File: config.mk
export PLATFORM = sky130hd
export DESIGN_NAME = jtframe_ioctl_upload
export DESIGN_NICKNAME = d
export VERILOG_FILES = /design/src/rtl/jtframe_ioctl_upload.sv
export SDC_FILE = /design/constraint.sdc
export NUM_CORES = 1
export LEC_CHECK = 0
export CORE_MARGIN = 2
export CORE_UTILIZATION = 38
export CTS_BUF_LIST = sky130_fd_sc_hd__clkbuf_8 sky130_fd_sc_hd__clkbuf_16
export DETAILED_ROUTE_END_ITERATION = 10
export SETUP_SLACK_MARGIN = 0.4
export SLEW_MARGIN = 20
export SYNTH_ARGS = -nofsm -noshare
export SYNTH_HDL_FRONTEND = slang
export SYNTH_SLANG_ARGS = --single-unit
File: constraint.sdc
create_clock -name clk -period 3.1 [get_ports clk]
set_input_delay 0.62 -clock clk [delete_from_list [all_inputs] [get_ports clk]]
set_output_delay 0.62 -clock clk [all_outputs]
set_load 0.005 [all_outputs]
File: src/rtl/jtframe_ioctl_upload.sv
// SPI-side ioctl upload transmitter: decodes the upload command from the ARM
// IO controller, walks game RAM through the ioctl read port and shifts the
// bytes out MSB first on spi_do (SPI mode 0, SPI lines oversampled by clk).
// Latency: SPI edges act 3 clk after they happen (2-flop sync + register);
// the RAM fetch runs one byte ahead so RD_LAT (1..7) is hidden from the host.
// Backpressure: none; the ARM master paces everything through spi_sck, and
// clk must be at least 4x spi_sck.
//
// Ports:
//   clk, rst                     system clock, async active-high reset
//   spi_sck, spi_ss, spi_di      asynchronous SPI inputs from the ARM
//   spi_do, spi_do_oe            SPI data out and its tristate enable
//   ioctl_addr, ioctl_rd         game RAM read address and one-cycle strobe
//   ioctl_data2sd                read data, valid RD_LAT clk after ioctl_rd
//   uploading, byte_cnt          transfer active flag, completed byte count
//
// Optional: define JTFRAME_UPLOAD_LIMIT_EN to stop fetching after UPLOAD_SIZE
// bytes and pad the rest of the transfer with 8'hFF.

module jtframe_ioctl_upload #(
   parameter int         AW          = 25,
   parameter logic [7:0] CMD_UPLOAD  = 8'h56,
   parameter int         RD_LAT      = 2,
   parameter int         UPLOAD_SIZE = 1024
) (
   input  logic          clk,
   input  logic          rst,
   input  logic          spi_sck,
   input  logic          spi_ss,
   input  logic          spi_di,
   output logic          spi_do,
   output logic          spi_do_oe,
   output logic [AW-1:0] ioctl_addr,
   output logic          ioctl_rd,
   input  logic [7:0]    ioctl_data2sd,
   output logic          uploading,
   output logic [AW-1:0] byte_cnt
);

   localparam logic [1:0] ST_IDLE = 2'd0;
   localparam logic [1:0] ST_CMD  = 2'd1;
   localparam logic [1:0] ST_SEND = 2'd2;
   localparam logic [1:0] ST_SKIP = 2'd3;

   localparam logic [AW:0] LIMIT = (AW+1)'(UPLOAD_SIZE);

   // ---------------------------------------------------------------------
   // Synchronisers: bits [1:0] are the 2-flop sync, bit [2] is the previous
   // synchronised value used for edge detection. SS idles high (deselected)
   // so reset release never looks like a select.
   // ---------------------------------------------------------------------
   logic [2:0] sck_q;
   logic [2:0] ss_q;
   logic [1:0] di_q;

   always_ff @(posedge clk or posedge rst) begin
      if (rst) begin
         sck_q <= 3'b000;
         ss_q  <= 3'b111;
         di_q  <= 2'b00;
      end else begin
         sck_q <= {sck_q[1:0], spi_sck};
         ss_q  <= {ss_q[1:0], spi_ss};
         di_q  <= {di_q[0], spi_di};
      end
   end

   logic sck_rise, sck_fall, ss_rise, ss_fall, di_s;
   assign sck_rise = sck_q[1] & ~sck_q[2];
   assign sck_fall = ~sck_q[1] & sck_q[2];
   assign ss_rise  = ss_q[1] & ~ss_q[2];
   assign ss_fall  = ~ss_q[1] & ss_q[2];
   assign di_s     = di_q[1];

   // ---------------------------------------------------------------------
   // Main state
   // ---------------------------------------------------------------------
   logic [1:0]        state_q, state_d;
   logic [2:0]        bit_q, bit_d;
   logic [6:0]        cmd_q, cmd_d;     // first 7 command bits; the 8th is live
   logic [7:0]        tx_q, tx_d;
   logic [7:0]        hold_q, hold_d;   // prefetched byte waiting for tx_q
   logic [RD_LAT-1:0] rdp_q, rdp_d;     // read strobe delay line
   logic              do_q, do_d;
   logic              oe_q, oe_d;
   logic [AW-1:0]     addr_q, addr_d;
   logic              rd_q, rd_d;
   logic              up_q, up_d;
   logic [AW-1:0]     cnt_q, cnt_d;

   logic [RD_LAT:0]   rd_line;
   logic [7:0]        cmd_next;
   logic              at_limit;         // no more fetches, count saturated
   logic              next_pad;         // byte about to load is past the limit

   assign rd_line  = {rdp_q, rd_q};
   assign cmd_next = {cmd_q, di_s};

`ifdef JTFRAME_UPLOAD_LIMIT_EN
   assign at_limit = {1'b0, cnt_q} >= LIMIT;
   assign next_pad = ({1'b0, cnt_q} + (AW+1)'(1)) >= LIMIT;
`else
   logic unused_limit;
   assign unused_limit = ^LIMIT;
   assign at_limit = 1'b0;
   assign next_pad = 1'b0;
`endif

   always_comb begin
      state_d = state_q;
      bit_d   = bit_q;
      cmd_d   = cmd_q;
      tx_d    = tx_q;
      hold_d  = hold_q;
      rdp_d   = rd_line[RD_LAT-1:0];
      do_d    = do_q;
      oe_d    = oe_q;
      addr_d  = addr_q;
      rd_d    = 1'b0;
      up_d    = up_q;
      cnt_d   = cnt_q;

      // The read data is on the bus exactly RD_LAT cycles after the strobe
      if (rdp_q[RD_LAT-1]) hold_d = ioctl_data2sd;

      if (ss_rise) begin
         // Deselect beats everything, including a same-cycle SCK edge.
         // Flushing the delay line drops the data of any read in flight.
         state_d = ST_IDLE;
         bit_d   = 3'd0;
         oe_d    = 1'b0;
         do_d    = 1'b1;
         up_d    = 1'b0;
         rdp_d   = '0;
      end else begin
         case (state_q)
            ST_IDLE: begin
               oe_d = 1'b0;
               do_d = 1'b1;
               if (ss_fall) begin
                  state_d = ST_CMD;
                  bit_d   = 3'd0;
                  addr_d  = '0;
                  cnt_d   = '0;
                  rd_d    = 1'b1;   // prefetch byte 0 while the command arrives
               end
            end
            ST_CMD: begin
               if (sck_rise) begin
                  cmd_d = cmd_next[6:0];
                  bit_d = bit_q + 3'd1;
                  if (bit_q == 3'd7) begin
                     if (cmd_next == CMD_UPLOAD) begin
                        state_d = ST_SEND;
                        tx_d    = hold_q;
                        up_d    = 1'b1;
                        oe_d    = 1'b1;
                     end else begin
                        state_d = ST_SKIP;
                     end
                  end
               end
            end
            ST_SEND: begin
               oe_d = 1'b1;
               if (sck_fall) begin
                  do_d = tx_q[7];
                  tx_d = {tx_q[6:0], 1'b0};
               end
               if (sck_rise) begin
                  bit_d = bit_q + 3'd1;
                  // First bit of a byte: the byte in tx_q is committed, so
                  // start fetching its successor. This leaves a full byte
                  // time for the read to land in hold_q.
                  if (bit_q == 3'd0 && !at_limit) begin
                     addr_d = addr_q + 1'b1;
                     rd_d   = 1'b1;
                  end
                  if (bit_q == 3'd7) begin
                     if (!at_limit) cnt_d = cnt_q + 1'b1;
                     tx_d = next_pad ? 8'hFF : hold_q;
                  end
               end
            end
            default: begin   // ST_SKIP: wrong command, stay off the bus
               oe_d = 1'b0;
               do_d = 1'b1;
            end
         endcase
      end
   end

   always_ff @(posedge clk or posedge rst) begin
      if (rst) begin
         state_q <= ST_IDLE;
         bit_q   <= 3'd0;
         cmd_q   <= 7'd0;
         tx_q    <= 8'd0;
         hold_q  <= 8'd0;
         rdp_q   <= '0;
         do_q    <= 1'b1;
         oe_q    <= 1'b0;
         addr_q  <= '0;
         rd_q    <= 1'b0;
         up_q    <= 1'b0;
         cnt_q   <= '0;
      end else begin
         state_q <= state_d;
         bit_q   <= bit_d;
         cmd_q   <= cmd_d;
         tx_q    <= tx_d;
         hold_q  <= hold_d;
         rdp_q   <= rdp_d;
         do_q    <= do_d;
         oe_q    <= oe_d;
         addr_q  <= addr_d;
         rd_q    <= rd_d;
         up_q    <= up_d;
         cnt_q   <= cnt_d;
      end
   end

   // spi_do is forced high whenever the pin is not driven
   assign spi_do     = do_q | ~oe_q;
   assign spi_do_oe  = oe_q;
   assign ioctl_addr = addr_q;
   assign ioctl_rd   = rd_q;
   assign uploading  = up_q;
   assign byte_cnt   = cnt_q;

endmodule

==> run summary, run 1 <==
status = finished, final reports clean
worst slack, placed = 0.6244 ns
Cells after DPL = 622
Area contributors post-synth = dfrtp_1, mux2_2, xor2_1
crit path buf inv count = 0
Seq/Total Area, Yosys = 52.99%
die area = 12330 sq um
main combinational cell family by area after synthesis = simple AND/OR/NAND/NOR gates
non-filler cells in the finished layout = 638
share of the synthesized area in the top cell type = 50.57%
post-synthesis mux area share = 8.937%
Hold Crit Start = di_q[0]
post-CTS setup buffer count = 0
most frequent cells in the layout = dfrtp_1, clkdlybuf4s50_1, nor2_1
Worst-Skew Late Latency = 0.34 ns
Slew headroom = 37.38%
R2R setup slack = 0.61 ns
Worst Skew = 0.006337 ns
post-synthesis compound-gate area fraction = 6.552%
Gate Count Post-Synth = 414
total clock sinks = 92
post-route minimum period = 2.489 ns
CP arrival = 2.71 ns
drt drc = 0
Worst Path Required = 3.32 ns
fillers = 1039
DR pass1 iterations = 4
Yosys top cell by area = dfrtp_1
placed standard-cell area = 5246 sq um
setup ws final = 0.6111 ns
largest net degree at the start of global routing = 56
crit-path leading delay family = compound AO/OA/AOI/OAI gates
CTS tree = done
register area = 2307 sq um
register bit total from synthesis = 92
Post-DP HPWL = 6338 microns
Max-Cap Viols = 0
Core Area = 11320 sq um
worst hold stages = 0
Final Max Tran Viols = 0
sum of negative setup slack = 0 ns
reg2reg path depth = 6
via density per instance = 5.067
CP max stage delay = 0.66 ns
static leakage = 2.425 nW
Clock Tree Buf Depth = 2
gr ovfl total = 0
vias in the first global route = 3364
WL/cell = 14.54 microns
layout cells sized above 1 = 13.94%
Max Clk Rate = 401.8 MHz
Vias = 3233
die height = 111.0 microns
critical setup path kind = reg2reg
DR iter-0 viols = 131
synthesized area per cell = 10.52 sq um
Synth Area in Simple Gates = 19.20%
most common cell after layout, fill and taps aside = dfrtp_1
I/O Buffers = 66
GR Util All Layers = 15.93%
RR Startpoint = bit_q[0]
Root Buffer Master = clkbuf_16
Hold WC Path Type = reg2reg
Nets = 513
syn nets = 437
cell mode on critical path = ha_1
cell area after synthesis = 4354 sq um
post-route ant nets = 0
Final Hold Fails = 0
antenna fix cells = 0
Worst R2R End = tx_q[2]
nature of the critical path endpoint = register
RSZ-0062 raised after global routing = false
Pwr Total = 0.003116 W
critical path startpoint category = register
I/O Pins = 67
slowest stage cell, crit path = o21ai_1
Initial Util = 38.46%
global-route wire length before repair = 16070 microns
Yosys warning count = 0
EDFF count, synth = 0
Final period util = 80.29%
Synth Area in Adders = 2.874%
slew at the pin closest to its max-slew limit = 0.9307 ns
clock-pin slew of the registers on the worst-case setup and hold paths = 0.06 ns
xor and xnor area share after synthesis = 7.040%
gpl congestion = 0.7867
Rows = 39
CP Depth = 6
Multi-input gate area = 1959 sq um
crit-path max FO = 9
initial antenna violation count = 0
asr flop ratio synth = 100.0%
worst path cell trace = ha_1 > ha_1 > nand3b_1 > nand2_1 > o21ai_1 > mux2_2
Power Dens Cells = 557.3 nW/um^2
CTS Buf Count = 9
routed wire length = 9278 microns
WHS Endpoint = di_q[1]
Die Wd = 111.0 microns
final setup vio count = 0
peak supply drop = 0.0003366 V
H-tree levels = 3
post-route cell area = 5592 sq um
area delta synth->final = 28.42%
count of cell types in the netlist = 44
top_reg_cell synth = dfrtp_1
## Yosys cell counts (6+ instances only)
master,count
inv_1,15
nand2_1,30
clkbuf_1,8
and3_1,6
nand3_1,29
mux2_2,31
a21oi_1,13
xor2_1,29
xnor2_1,6
nand4_1,21
nor2_1,52
o21ai_0,14
ha_1,10
dfrtp_1,88
## registers in the layout (all words and copies together), names as in the netlist
name        cells
tx_q            8
rdp_q           2
do_q            1
di_q            2
uploading       1
ioctl_addr     25
ss_q            3
byte_cnt       25
state_q         2
hold_q          8
bit_q           3
spi_do_oe       1
ioctl_rd        1
sck_q           3
cmd_q           7
## metrics by stage
step                      util (%)  hold WS, ns
after floorplan                  -       0.3312
after global placement       46.34       0.3345
after detailed placement     46.34       0.3387
after CTS                    49.37       0.3542
after global routing         49.39       0.3584
final                        49.39       0.3507
## cells by family after synthesis
| kind of cell | count (synthesis) |
|---|---|
| mux | 35 |
| compound gates | 45 |
| simple gates | 170 |
| fa+ha+maj | 10 |
| flops | 92 |
| xor+xnor | 35 |
| buf+inv | 27 |
## area by class of cell
class                      count  area share [%]
inverter                      15           1.074
clock buffer                  10           4.274
multi-input combinational    295           35.04
timing repair buffer          77           13.29
clock inverter                 6           1.857
tap                          143           3.200
sequential                    92           41.26
## power breakdown
group | leakage, nW | total, W | switching, W | internal [W]
clock | 0.174 | 0.00125 | 0.000449 | 0.000804
sequential | 1.23 | 0.00141 | 0.0000770 | 0.00133
combinational | 1.02 | 0.000457 | 0.000227 | 0.000229
total | 2.43 | 0.00312 | 0.000753 | 0.00236
## timing repair
item	in CTS	in global routing
hold endpoints to repair	0	0
hold buffers	0	0
endpoints found under the setup margin	0	1
resized for setup	0	1
## worst max path at each step
stage                from           end
6_report         bit_q[0]       tx_q[2]
5_1_grt          bit_q[0]  byte_cnt[22]
4_1_cts          bit_q[0]       tx_q[2]
3_5_place_dp     bit_q[0]       tx_q[2]
3_3_place_gp     bit_q[0]       tx_q[2]
2_1_floorplan  state_q[0]  byte_cnt[22]
## per-layer routing
metal  vias up  global-route usage (%)  share of wire (%)
li1       1596                       -                  -
met1      1582                   20.88                 47
met2        46                   26.38                 48
met3         9                   2.624                3.3
met4         0                   6.667                1.4
met5         -                       0                  0
No activity file was read; power rests on OpenSTA's default activity.
==> run 2, diff against run 1 <==
- clock period: 3.1 -> 2.2 ns (I/O delays scaled with it)
==> run 2 against run 1 <==
Fmax increased by 21%. Worst setup slack got worse by 0.47 ns. Power increased by 42%. Design area increased by 16%. Clock power increased by 14%. First-iteration DRC count increased by 36%. Hold slack about the same. Via count increased by 11%. Register-to-register slack got worse by 0.47 ns. Sequential power increased by 41%. Largest cell class unchanged. Largest power group unchanged.
==> run summary, run 2 (synthesized netlist as in run 1, its figures left out) <==
status = finished, final reports clean
Max-Cap Viols = 0 (unchanged)
Initial Util = 38.46% (unchanged)
worst path cell trace = buf_4 > inv_2 > ha_2 > nand4bb_1 > a2111oi_2 > buf_4 > nand4_1 > xor2_1 > nor2_1
worst slack, placed = 0.1241 ns (-0.5002 ns)
largest net degree at the start of global routing = 49 (-13%)
drt drc = 0 (unchanged)
CTS tree = done
Switching Share = 26.49% (+2.3 points)
slew at the pin closest to its max-slew limit = 0.4309 ns (-0.4998 ns)
initial antenna violation count = 0 (unchanged)
Internal Dissipation = 0.003255 W (+38%)
Hold WC Path Type = reg2reg
static leakage = 2.794 nW (+15%)
peak supply drop = 0.0004073 V (+21%)
post-route minimum period = 2.061 ns (-0.4279 ns)
crit-path max FO = 11 (+2)
Power Dens Cells = 681.2 nW/um^2 (+22%)
DR pass1 iterations = 4 (unchanged)
Final Hold Fails = 0 (unchanged)
nature of the critical path endpoint = register
Slew headroom = 71.21% (+34 points)
setup ws final = 0.1389 ns (-0.4721 ns)
Combinational Power Share = 22.9% (+8.2 points)
CP arrival = 2.29 ns (-0.42 ns)
Nets = 567 (+11%)
I/O Pins = 67 (unchanged)
crit-path leading delay family = buffers and inverters
via density per instance = 5.207 (+2.7%)
RR Startpoint = bit_q[0]
Clock Tree Buf Depth = 2 (unchanged)
critical setup path kind = reg2reg
die height = 111.0 microns (unchanged)
Max Clk Rate = 485.2 MHz (+21%)
Root Buffer Master = clkbuf_16
GR Util All Layers = 17.71% (+1.8 points)
R2R setup slack = 0.14 ns (-0.47 ns)
Core Area = 11320 sq um (unchanged)
DR iter-0 viols = 178 (+36%)
Post-DP HPWL = 6698 microns (+5.7%)
WHS Endpoint = di_q[1]
Die Wd = 111.0 microns (unchanged)
Final Max Tran Viols = 0 (unchanged)
Reg power frac = 45.0% (about the same)
most frequent cells in the layout = dfrtp_1, clkdlybuf4s50_1, nor2_1
die area = 12330 sq um (unchanged)
vias in the first global route = 3600 (+7.0%)
routed wire length = 10960 microns (+18%)
CTS Buf Count = 9 (unchanged)
Worst Skew = 0.008945 ns (+0.002607 ns)
critical path startpoint category = register
NetSw = 0.001173 W (+56%)
Hold Crit Start = di_q[0]
layout cells sized above 1 = 31.69% (+18 points)
global-route wire length before repair = 17840 microns (+11%)
most common cell after layout, fill and taps aside = dfrtp_1
CP max stage delay = 0.44 ns (-0.22 ns)
antenna fix cells = 0 (unchanged)
Rows = 39 (unchanged)
Pwr Total = 0.004428 W (+42%)
clock share of power = 32.2% (-8.0 points)
final setup vio count = 0 (unchanged)
cell mode on critical path = buf_4
post-route ant nets = 0 (unchanged)
I/O Buffers = 66 (unchanged)
area delta synth->final = 49.28%
gr ovfl total = 0 (unchanged)
WL/cell = 15.84 microns (+8.9%)
reg2reg path depth = 9 (+3)
RSZ-0062 raised after global routing = true
Worst R2R End = ioctl_addr[21]
worst hold stages = 0 (unchanged)
total clock sinks = 92 (unchanged)
Worst-Skew Late Latency = 0.34 ns (about the same)
Worst Path Required = 2.43 ns (-0.89 ns)
clock-pin slew of the registers on the worst-case setup and hold paths = 0.06 ns (about the same)
H-tree levels = 3 (unchanged)
gpl congestion = 0.8080 (+2.7%)
post-cts hold buffer count = 0 (unchanged)
Final period util = 93.68% (+13 points)
Vias = 3603 (+11%)
crit path buf inv count = 3 (+3)
slowest stage cell, crit path = a2111oi_2
## run 2: how the worst max path moves through the flow
stage | startpoint | to | slack, ns | cells past startpoint
floorplan | bit_q[0] | byte_cnt[21] | 0.25 | 8
global placement | ss_q[1] | byte_cnt[4] | 0.19 | 8
detailed placement | bit_q[0] | tx_q[3] | 0.12 | 7
CTS | bit_q[0] | byte_cnt[21] | 0.19 | 8
global route | bit_q[0] | ioctl_addr[11] | -0.03 | 9
finish | bit_q[0] | ioctl_addr[21] | 0.14 | 9
## run 2: routing by layer
metal  vias to the layer above  part of all wire, %  track usage [%]
met5                         -                    0                0
met4                         0                  1.9            5.185
met3                        17                  3.8            4.538
met2                        85                   50            29.16
met1                      1792                   45            23.22
li1                       1709                    -                -
## run 2: through the flow
step	std cells	utilization [%]	hold WS [ns]	instance area, sq um	setup TNS, ns
2_1_floorplan	414	-	0.3312	4468	0
3_3_place_gp	629	47.94	0.3326	5428	0
3_5_place_dp	629	47.94	0.3362	5428	0
4_1_cts	674	54.34	0.3499	6152	0
5_1_grt	692	57.42	0.3587	6500	-0.04101
6_report	692	57.42	0.3503	6500	0
## run 2: cell type report
cell class	count	area (sq um)
clock buffers	11	252.7
repair buffers	131	1379
clock inverters	5	21.27
multi-input cells	295	2286
fillers	989	4821
well taps	143	178.9
flip-flops and latches	92	2318
inverters	15	63.81
## run 2: power groups by stage
stage	Sequential, W	Combinational (W)	Clock, W
after detailed placement	0.00202	0.000732	0
after global placement	0.00201	0.000713	0
final	0.00199	0.00101	0.00142
after floorplan	0.00198	0.000542	0
after CTS	0.00199	0.000915	0.00146
after global routing	0.00201	0.00109	0.00154
## run 2: timing repair
action / in CTS / in global routing
gates resized for setup: 42 / 57
cloned: 3 / 2
buffers inserted: 26 / 16
pin swaps: 13 / 23
endpoints found under the setup margin: 65 / 76
==> run 3, diff against run 2 <==
- CTS_CLUSTER_SIZE: unset -> 24
==> results of run 3 <==
Same layout as run 2: the final DEF is identical, and so are final timing and power.
